[config.mk]
export PLATFORM = sky130hd
export DESIGN_NAME = seq_divider_flat
export DESIGN_NICKNAME = d
export VERILOG_FILES = /design/src/rtl/mips_mul_div_pkg.sv /design/src/rtl/seq_divider_if.sv /design/src/rtl/seq_divider_iter_counter.sv /design/src/rtl/seq_divider.sv /design/src/flat_wrapper.sv
export SDC_FILE = /design/constraint.sdc
export NUM_CORES = 1
export LEC_CHECK = 0
export CELL_PAD_IN_SITES_DETAIL_PLACEMENT = 0
export CELL_PAD_IN_SITES_GLOBAL_PLACEMENT = 2
export CORE_ASPECT_RATIO = 0.9
export CORE_MARGIN = 2
export CORE_UTILIZATION = 29
export DETAILED_ROUTE_END_ITERATION = 7
export GPL_ROUTABILITY_DRIVEN = 0
export PLACE_DENSITY_LB_ADDON = 0.3
export SYNTH_ARGS = -nofsm -noshare
export SYNTH_HDL_FRONTEND = slang
export SYNTH_SLANG_ARGS = --single-unit
[constraint.sdc]
create_clock -name clk -period 3.1 [get_ports clk]
set_input_delay 0.62 -clock clk [delete_from_list [all_inputs] [get_ports clk]]
set_output_delay 0.62 -clock clk [all_outputs]
set_load 0.005 [all_outputs]
[src/rtl/mips_mul_div_pkg.sv]
// mips_mul_div_pkg: shared types and constants for the MIPS multiply/divide path
package mips_mul_div_pkg;

    typedef enum logic [1:0] {IDLE, RUN, DONE} div_state_t;

    localparam int DIV_WIDTH_DEFAULT = 32;

    // Quotient reported for a zero divisor (MIPS leaves it unpredictable; we pick all-ones)
    localparam logic [DIV_WIDTH_DEFAULT-1:0] DIV_BY_ZERO_Q = '1;

endpackage

[src/rtl/seq_divider_if.sv]
// seq_divider_if: divider request/result bundle
//   load, dividend, divisor            request side (master drives)
//   quotient, remainder, busy, done,
//   div_by_zero                        result side (slave drives)
interface seq_divider_if #(
    parameter int WIDTH = 32
);
    logic             load;
    logic [WIDTH-1:0] dividend;
    logic [WIDTH-1:0] divisor;
    logic [WIDTH-1:0] quotient;
    logic [WIDTH-1:0] remainder;
    logic             busy;
    logic             done;
    logic             div_by_zero;

    modport master (
        output load, dividend, divisor,
        input  quotient, remainder, busy, done, div_by_zero
    );

    modport slave (
        input  load, dividend, divisor,
        output quotient, remainder, busy, done, div_by_zero
    );
endinterface

[src/rtl/seq_divider_iter_counter.sv]
// div_iter_counter: loadable down-counter with terminal flag
//   clk, rst_n  clock, synchronous active-low reset
//   load, init  parallel load (wins over en)
//   en          decrement enable, ignored once count reaches 0
//   count       current value
//   K           combinational terminal flag, count==1
module div_iter_counter #(
    parameter int CNT_W = 6
) (
    input  logic             clk,
    input  logic             rst_n,
    input  logic             load,
    input  logic [CNT_W-1:0] init,
    input  logic             en,
    output logic [CNT_W-1:0] count,
    output logic             K
);
    logic [CNT_W-1:0] count_q, count_d;

    always_comb count_d = load ? init : (en && count_q != '0) ? count_q - CNT_W'(1) : count_q;

    always_ff @(posedge clk) begin
        if (!rst_n) count_q <= '0;
        else        count_q <= count_d;
    end

    assign count = count_q;
    assign K     = (count_q == CNT_W'(1));
endmodule

[src/rtl/seq_divider.sv]
// seq_divider: unsigned restoring shift-subtract divider, one iteration per clock
//   clk, rst_n  clock, synchronous active-low reset
//   bus         seq_divider_if slave: load/dividend/divisor in,
//               quotient/remainder/busy/done/div_by_zero out
module seq_divider
    import mips_mul_div_pkg::*;
#(
    parameter  int WIDTH = DIV_WIDTH_DEFAULT,
    localparam int CNT_W = $clog2(WIDTH + 1)
) (
    input  logic clk,
    input  logic rst_n,
    seq_divider_if.slave bus
);
    localparam logic [1:0] S_IDLE = IDLE;
    localparam logic [1:0] S_RUN  = RUN;
    localparam logic [1:0] S_DONE = DONE;

    logic [1:0]       state_q, state_d;
    logic [WIDTH:0]   a_q, a_d;
    logic [WIDTH-1:0] q_q, q_d, d_q, d_d;
    logic [WIDTH-1:0] quo_q, quo_d, rem_q, rem_d;
    logic             dbz_q, dbz_d;

    logic [WIDTH+1:0] sh, t;
    logic [WIDTH:0]   a_step;
    logic [WIDTH-1:0] q_step;
    logic             neg, k, start;
    logic [CNT_W-1:0] count;

    // Partial remainder shifted left with the next dividend bit; the extra top bit
    // makes the borrow of the trial subtraction explicit.
    assign sh     = {a_q, q_q[WIDTH-1]};
    assign t      = sh - {2'b00, d_q};
    assign neg    = t[WIDTH+1];
    assign a_step = neg ? sh[WIDTH:0] : t[WIDTH:0];
    assign q_step = {q_q[WIDTH-2:0], ~neg};
    assign start  = (state_q == S_IDLE) && bus.load && (bus.divisor != '0);

    div_iter_counter #(.CNT_W(CNT_W)) u_cnt (
        .clk   (clk),
        .rst_n (rst_n),
        .load  (start),
        .init  (CNT_W'(WIDTH)),
        .en    ((state_q == S_RUN) && (count != '0)),
        .count (count),
        .K     (k)
    );

    always_comb begin
        state_d = state_q;
        a_d     = a_q;
        q_d     = q_q;
        d_d     = d_q;
        quo_d   = quo_q;
        rem_d   = rem_q;
        dbz_d   = dbz_q;
        if (state_q == S_IDLE) begin
            if (start) begin
                state_d = S_RUN;
                a_d     = '0;
                q_d     = bus.dividend;
                d_d     = bus.divisor;
            end else if (bus.load) begin
                state_d = S_DONE;
                quo_d   = '1;
                rem_d   = bus.dividend;
                dbz_d   = 1'b1;
            end
        end else if (state_q == S_RUN) begin
            a_d = a_step;
            q_d = q_step;
            if (k) begin
                state_d = S_DONE;
                quo_d   = q_step;
                rem_d   = a_step[WIDTH-1:0];
                dbz_d   = 1'b0;
            end
        end else begin
            state_d = S_IDLE;
        end
    end

    always_ff @(posedge clk) begin
        if (!rst_n) begin
            state_q <= S_IDLE;
            a_q     <= '0;
            q_q     <= '0;
            d_q     <= '0;
            quo_q   <= '0;
            rem_q   <= '0;
            dbz_q   <= 1'b0;
        end else begin
            state_q <= state_d;
            a_q     <= a_d;
            q_q     <= q_d;
            d_q     <= d_d;
            quo_q   <= quo_d;
            rem_q   <= rem_d;
            dbz_q   <= dbz_d;
        end
    end

    assign bus.quotient    = quo_q;
    assign bus.remainder   = rem_q;
    assign bus.div_by_zero = dbz_q;
    assign bus.busy        = (state_q != S_IDLE);
    assign bus.done        = (state_q == S_DONE);
endmodule

[src/flat_wrapper.sv]
// flat-port wrapper written by rule: the top's interface ports become plain ports
module seq_divider_flat import mips_mul_div_pkg::*;
#(
    parameter  int WIDTH = DIV_WIDTH_DEFAULT,
    localparam int CNT_W = $clog2(WIDTH + 1)
)
  (clk, rst_n, bus_load, bus_dividend, bus_divisor, bus_quotient, bus_remainder, bus_busy, bus_done, bus_div_by_zero);
  seq_divider_if #(.WIDTH(WIDTH)) bus_i ();
  input  logic clk;
  input  logic rst_n;
  input wire logic [$bits(bus_i.load)-1:0] bus_load;
  input wire logic [$bits(bus_i.dividend)-1:0] bus_dividend;
  input wire logic [$bits(bus_i.divisor)-1:0] bus_divisor;
  output wire logic [$bits(bus_i.quotient)-1:0] bus_quotient;
  output wire logic [$bits(bus_i.remainder)-1:0] bus_remainder;
  output wire logic [$bits(bus_i.busy)-1:0] bus_busy;
  output wire logic [$bits(bus_i.done)-1:0] bus_done;
  output wire logic [$bits(bus_i.div_by_zero)-1:0] bus_div_by_zero;
  assign bus_i.load = bus_load;
  assign bus_i.dividend = bus_dividend;
  assign bus_i.divisor = bus_divisor;
  assign bus_quotient = bus_i.quotient;
  assign bus_remainder = bus_i.remainder;
  assign bus_busy = bus_i.busy;
  assign bus_done = bus_i.done;
  assign bus_div_by_zero = bus_i.div_by_zero;
  seq_divider #(.WIDTH(WIDTH)) u_core (.clk(clk), .rst_n(rst_n), .bus(bus_i));
endmodule
== After elaboration in Yosys (flattened, before gate mapping) ==
Cells that the tools add are included.
Word-level totals
  bits in writable memories: 0
  flip-flop bits (word level): 170
  memories kept: 0
  output and inout bits: 67
  bits in latches: 0
  bits in read-only memories: 0
  logic and storage cells: 66
  bits of input ports: 67
Operators by class
  order comparisons: 0
  multipliers: 0
  bitwise operators: 2
  divide/modulo/power cells: 0
  equality and inequality tests: 8
  shift-type cells: 0
  mux-type cells: 29
  reduce and logical (&&, ||, !) cells: 16
  add/subtract/negate cells: 2
Operators by type and width (number)
  $mux 32: 13
  $mux 33: 4
  $sub 34x32->34: 1
  $reduce_bool 32->1: 1
  $mux 6: 2
  $mux 2: 5
  $reduce_bool 2->1: 4
  $eq 6x1->1 const B: 1
  $ne 2x2->1 const B: 3
  $reduce_and 2->1: 3
  $reduce_bool 6->1: 1
  $sub 6x1->6 const B: 1
  $mux 1: 5
  $logic_and 1x1->1: 4
  $reduce_and 4->1: 1
  $ne 3x1->1 const B: 1
  $ne 3x3->1 const B: 1
  $eq 2x1->1 const B: 1
  $eq 2x2->1 const B: 1
  $logic_not 2->1: 1
  $not 1->1: 2
  $reduce_or 2->1: 1

== Logic depth before layout (Yosys ltp) ==
  depth after elaboration: 5
  mapped depth: 14
  gate-level depth less buffers: 13

== Hierarchy ==
A second synthesis with hierarchy kept.
Unflattened totals
  cell total of the unflattened synthesis: 1126
  area, all modules: 8787.2 µm²
Modules (own cells, without submodules)
  seq_divider: cells each 1078, instances 1, area an instance 8390.5 µm², sequential area each 3283.1 µm²
  div_iter_counter: cells each 48, instances 1, area an instance 396.6 µm², sequential area each 120.1 µm²

== Worst setup path after synthesis ==
No wires, ideal clock.
  kind: register to register
  from: register u_core.d_q[13]
  to: register u_core.rem_q[8], in the netlist u_core.bus.remainder[8]
  period minus slack after synthesis: 2.956 ns
  data arrival time: 2.824 ns
  setup slack: 0.144 ns
  data required time: 2.968 ns
  buffers on the path: 3
  stages on the path, launching flop included: 15
  cells stage by stage: dfxtp_1 > inv_1 > ha_1 > buf_6 > a21oi_4 > o211ai_4 > a311oi_4 > a311oi_2 > or4_1 > and3_1 > buf_6 > buf_6 > mux2_4 > o21ai_1 > a21oi_1
Between the ends
  word-level cells in the longest chain between the ends: 5
RTL lines
  start, declared: RTL line seq_divider.sv:21  | logic [WIDTH-1:0] q_q, q_d, d_q, d_d;
  start signal, assigned: RTL line seq_divider.sv:89  | d_q <= '0;
  start signal, assigned: RTL line seq_divider.sv:97  | d_q <= d_d;
  $sub 34x32->34: RTL line seq_divider.sv:34  | assign t = sh - {2'b00, d_q};
  $mux 33: RTL line seq_divider.sv:36  | assign a_step = neg ? sh[WIDTH:0] : t[WIDTH:0];
  $mux 32: RTL line seq_divider.sv:73  | if (k) begin
  $mux 32: RTL line seq_divider.sv:70  | end else if (state_q == S_RUN) begin
  $mux 32: RTL line seq_divider.sv:58  | if (state_q == S_IDLE) begin
  end signal, assigned: RTL line seq_divider.sv:99  | rem_q <= rem_d;
  end, declared: RTL line seq_divider.sv:22  | logic [WIDTH-1:0] quo_q, quo_d, rem_q, rem_d;
No other way between the ends. The select of a mux whose other input is x is not followed.
A chain may end at the register's enable or synchronous reset.

== Worst setup path after layout ==
  from: register u_core.d_q[13]
  to: register u_core.rem_q[7], in the netlist u_core.bus.remainder[7]
The elaborated chain is that of the path after synthesis.

==> impl_metrics.json <==
{
  "drv_slew": 0,
  "cpMaxStageDelayCell": "or4_4",
  "die_h_um": 172,
  "dp.final_hpwl_mm": 22.9,
  "fin_crit_sh": 1.01,
  "cts.clk_slew.worst_paths_ns": 0.07,
  "muxShareOfSynthArea": 0.0329,
  "hold_class": "reg2reg",
  "netlist_instances": 1166,
  "syn_area_sq_um": 9040,
  "h-tree-depth": 4,
  "synthToLayoutAreaGrowth_pct": 45.0,
  "numCtsBuffers": 17,
  "drc_errors": 0,
  "setup_slack_ns": -0.0220,
  "rr_endpoint": "u_core.bus.remainder[7]",
  "final_nets": 1489,
  "critPathLaunch": "u_core.d_q[13]",
  "path_delay_family": "compound AO/OA/AOI/OAI gates",
  "r2r_slack_ns": -0.02,
  "ant_nets": 0,
  "yosysUniqueCellTypes": 65,
  "violations": "setup timing",
  "max_freq_ghz": 0.320,
  "leakage_nw": 4.95,
  "clock-sinks": 170,
  "syn_avg_cell_area_sq_um": 7.75,
  "power.density_nw_per_um2": 1370,
  "finClkSkew_ns": 0.00880,
  "synth_top_family_by_area": "compound AO/OA/AOI/OAI gates",
  "path_buf_inv": 3,
  "max_slew_margin": 0.416,
  "placedCellCount": 1769,
  "syn_nets": 1268,
  "yosys.area_share.xor_xnor": 0.0271,
  "max_stage_delay_ns": 0.54,
  "drt_wl_total_mm": 31.5,
  "vias": 9118,
  "port_buffers": 133,
  "dp_slack_ns": -0.424,
  "drv_cap": 0,
  "grt_pass1_vias": 8871,
  "worstPathMaxFanout": 6,
  "grt_pass1_wl_mm": 48.6,
  "core-area_sq_um": 30800,
  "io_pins": 134,
  "cp.arrival_ns": 3.44,
  "p_seq_frac": 0.156,
  "grt.total_usage": 0.193,
  "layout_commonest_cell": "nand2_1",
  "ctsHoldBuffers": 0,
  "swShare": 0.437,
  "rr_worst_depth": 13,
  "switchingPower_mw": 7.83,
  "row_count": 61,
  "ys_warn_count": 0,
  "combPwrFrac": 0.717,
  "synth_compound_area_frac": 0.229,
  "grt_max_degree": 88,
  "ys_async_sr_fraction": 0,
  "synth_adder_area_share": 0.0493,
  "synth_top_flop_cell": "dfxtp_1",
  "clk_latency_ns": 0.44,
  "die-area_sq_um": 32600,
  "crit_path_start_kind": "flop",
  "routed_via_density": 5.04,
  "status": "complete, but fails checks",
  "regArea_sq_um": 3410,
  "antenna_found_initial": 0,
  "synth-edff-count": 0,
  "dr.pass1.iters": 5,
  "drt_iter0_drc": 498,
  "power_mw": 17.9,
  "nFillCells": 3154,
  "stdcell_count": 1809,
  "diodes": 0,
  "ir_drop_uv": 1360,
  "cts_root_buf": "clkbuf_16",
  "p_int_mw": 10.1,
  "worst_ep_required_time_ns": 3.42,
  "critPathMostFrequentCell": "a311oi_4",
  "cts_buffer_depth": 2,
  "initial_core_util": 0.294,
  "setup_viol": 1,
  "endpoint": "u_core.bus.remainder[7]",
  "hold_violations": 0,
  "multiInputGateArea_sq_um": 5740,
  "yosys.area.top_type_share": 0.376,
  "rsz0062_at_grt": "yes",
  "reg2reg_from": "u_core.d_q[13]",
  "cp_cell_sequence": "inv_2 -> ha_4 -> buf_6 -> a21oi_4 -> o211ai_4 -> a311oi_4 -> a311oi_4 -> or4_4 -> and3_4 -> clkbuf_16 -> mux2_4 -> o21ai_2 -> a21oi_2",
  "cp-end-kind": "flop",
  "synthSimpleGateAreaFrac": 0.228,
  "yosys-top-cells-area": "dfxtp_1 38%, nand2_1 8.0%, a21oi_1 5.6%",
  "layout-drive-gt1-share": 0.209,
  "dieWidth_um": 190,
  "yosysTopAreaCell": "dfxtp_1",
  "critPathKind": "reg2reg",
  "layout_common_cells": "190 x nand2_1, 164 x dfxtp_1, 135 x buf_4",
  "clockPowerShare": 0.127,
  "drt-wirelength-per-cell_um": 17.4,
  "cts_tree": "done",
  "yosysSeqAreaShare": 0.376,
  "worstMarginPinSlew_ns": 0.876,
  "synth_seq_cells": 170,
  "period_minus_slack_ns": 3.12,
  "path_depth": 13,
  "overflow": 0
}
cell type report:
class                   instances  share of cell area
flip-flops and latches        170               0.260
well taps                     409              0.0390
inverters                      43              0.0125
clock inverters                15              0.0137
multi-input cells             869               0.438
repair buffers                286               0.204
clock buffers                  17              0.0325
cells in the mapped netlist (3+ instances only):
library cell / number
xnor2_1: 19
nand4_1: 12
mux2_4: 3
and2_1: 7
clkbuf_1: 72
xor2_1: 9
nand2b_1: 6
inv_1: 41
a21oi_1: 101
o21ai_0: 48
a22oi_1: 3
and3_1: 6
a311oi_1: 36
o21ai_1: 4
buf_6: 5
a211oi_1: 3
nand2_1: 193
o21bai_1: 3
o31ai_1: 4
o211ai_1: 10
a2bb2oi_1: 21
or3_1: 3
dfxtp_1: 170
buf_2: 3
nor2_1: 125
nor4_1: 14
a31oi_1: 7
buf_1: 4
mux2i_1: 23
o21a_1: 8
nand3_1: 13
nor2b_1: 8
a21o_1: 35
nor3_1: 74
ha_1: 34
state kept, by name, indices dropped and copies added (netlist names):
register / flops
u_core.bus.remainder: 32
u_core.a_q: 33
u_core.state_q: 2
u_core.d_q: 32
u_core.u_cnt.count: 6
u_core.bus.div_by_zero: 1
u_core.bus.quotient: 32
u_core.q_q: 32
metal layers:
| layer | share of wire | vias to the layer above | wire (um) | GRT usage |
|---|---|---|---|---|
| li1 | - | 4557 | - | - |
| met1 | 0.46 | 4370 | 14400 | 0.249 |
| met2 | 0.49 | 162 | 15500 | 0.334 |
| met3 | 0.038 | 29 | 1210 | 0.0349 |
| met4 | 0.013 | 0 | 420 | 0.0438 |
| met5 | 0 | - | 0 | 0 |
through the flow:
step	area [sq um]	hold WS, ns	setup TNS, ns	utilization
2_1_floorplan	9040	0.436	0	-
3_3_place_gp	11800	0.444	-30.40	0.383
3_5_place_dp	11800	0.448	-29.00	0.383
4_1_cts	12500	0.459	0	0.407
5_1_grt	13100	0.476	-2.42	0.426
6_report	13100	0.454	-0.0220	0.426
how the worst min path moves through the flow:
stage,startpoint,endpoint,slack (ns),cells past startpoint
floorplan,u_core.d_q[10],u_core.d_q[10],0.44,2
global placement,u_core.bus.remainder[27],u_core.bus.remainder[27],0.44,2
detailed placement,u_core.d_q[12],u_core.d_q[12],0.45,2
CTS,u_core.d_q[7],u_core.d_q[7],0.46,2
global route,u_core.d_q[8],u_core.d_q[8],0.48,2
finish,u_core.d_q[7],u_core.d_q[7],0.45,2
power by group through the flow:
stage               registers, mW  clock network [mW]  logic (mW)
global placement             2.79                   0        9.75
finish                       2.80                2.27        12.8
floorplan                    2.69                   0        6.55
detailed placement           2.79                   0        9.71
CTS                          2.75                2.33        10.6
global route                 2.83                2.42        13.8
logic make-up after synthesis:
logic type,Yosys count
buf+inv,127
compound gates,307
mux,28
xor+xnor,28
flops,170
fa+ha+maj,35
simple gates,471
worst reg2reg max path: cells and delay by family (launching register included):
kind	cells	cell delay [ns]
and+or+nand+nor	2	0.80
DFF	1	0.34
muxes	1	0.33
AOI/OAI and AO/OA	6	0.96
buffers and inverters	3	0.36
adders and majority gates	1	0.22
what timing repair did:
action,CTS,global route
gates cloned,1,2
setup buffers,0,6
setup endpoints to repair,60,82
pin swaps,5,42
gates resized for setup,22,94
Power figures use the tool's default switching activity.
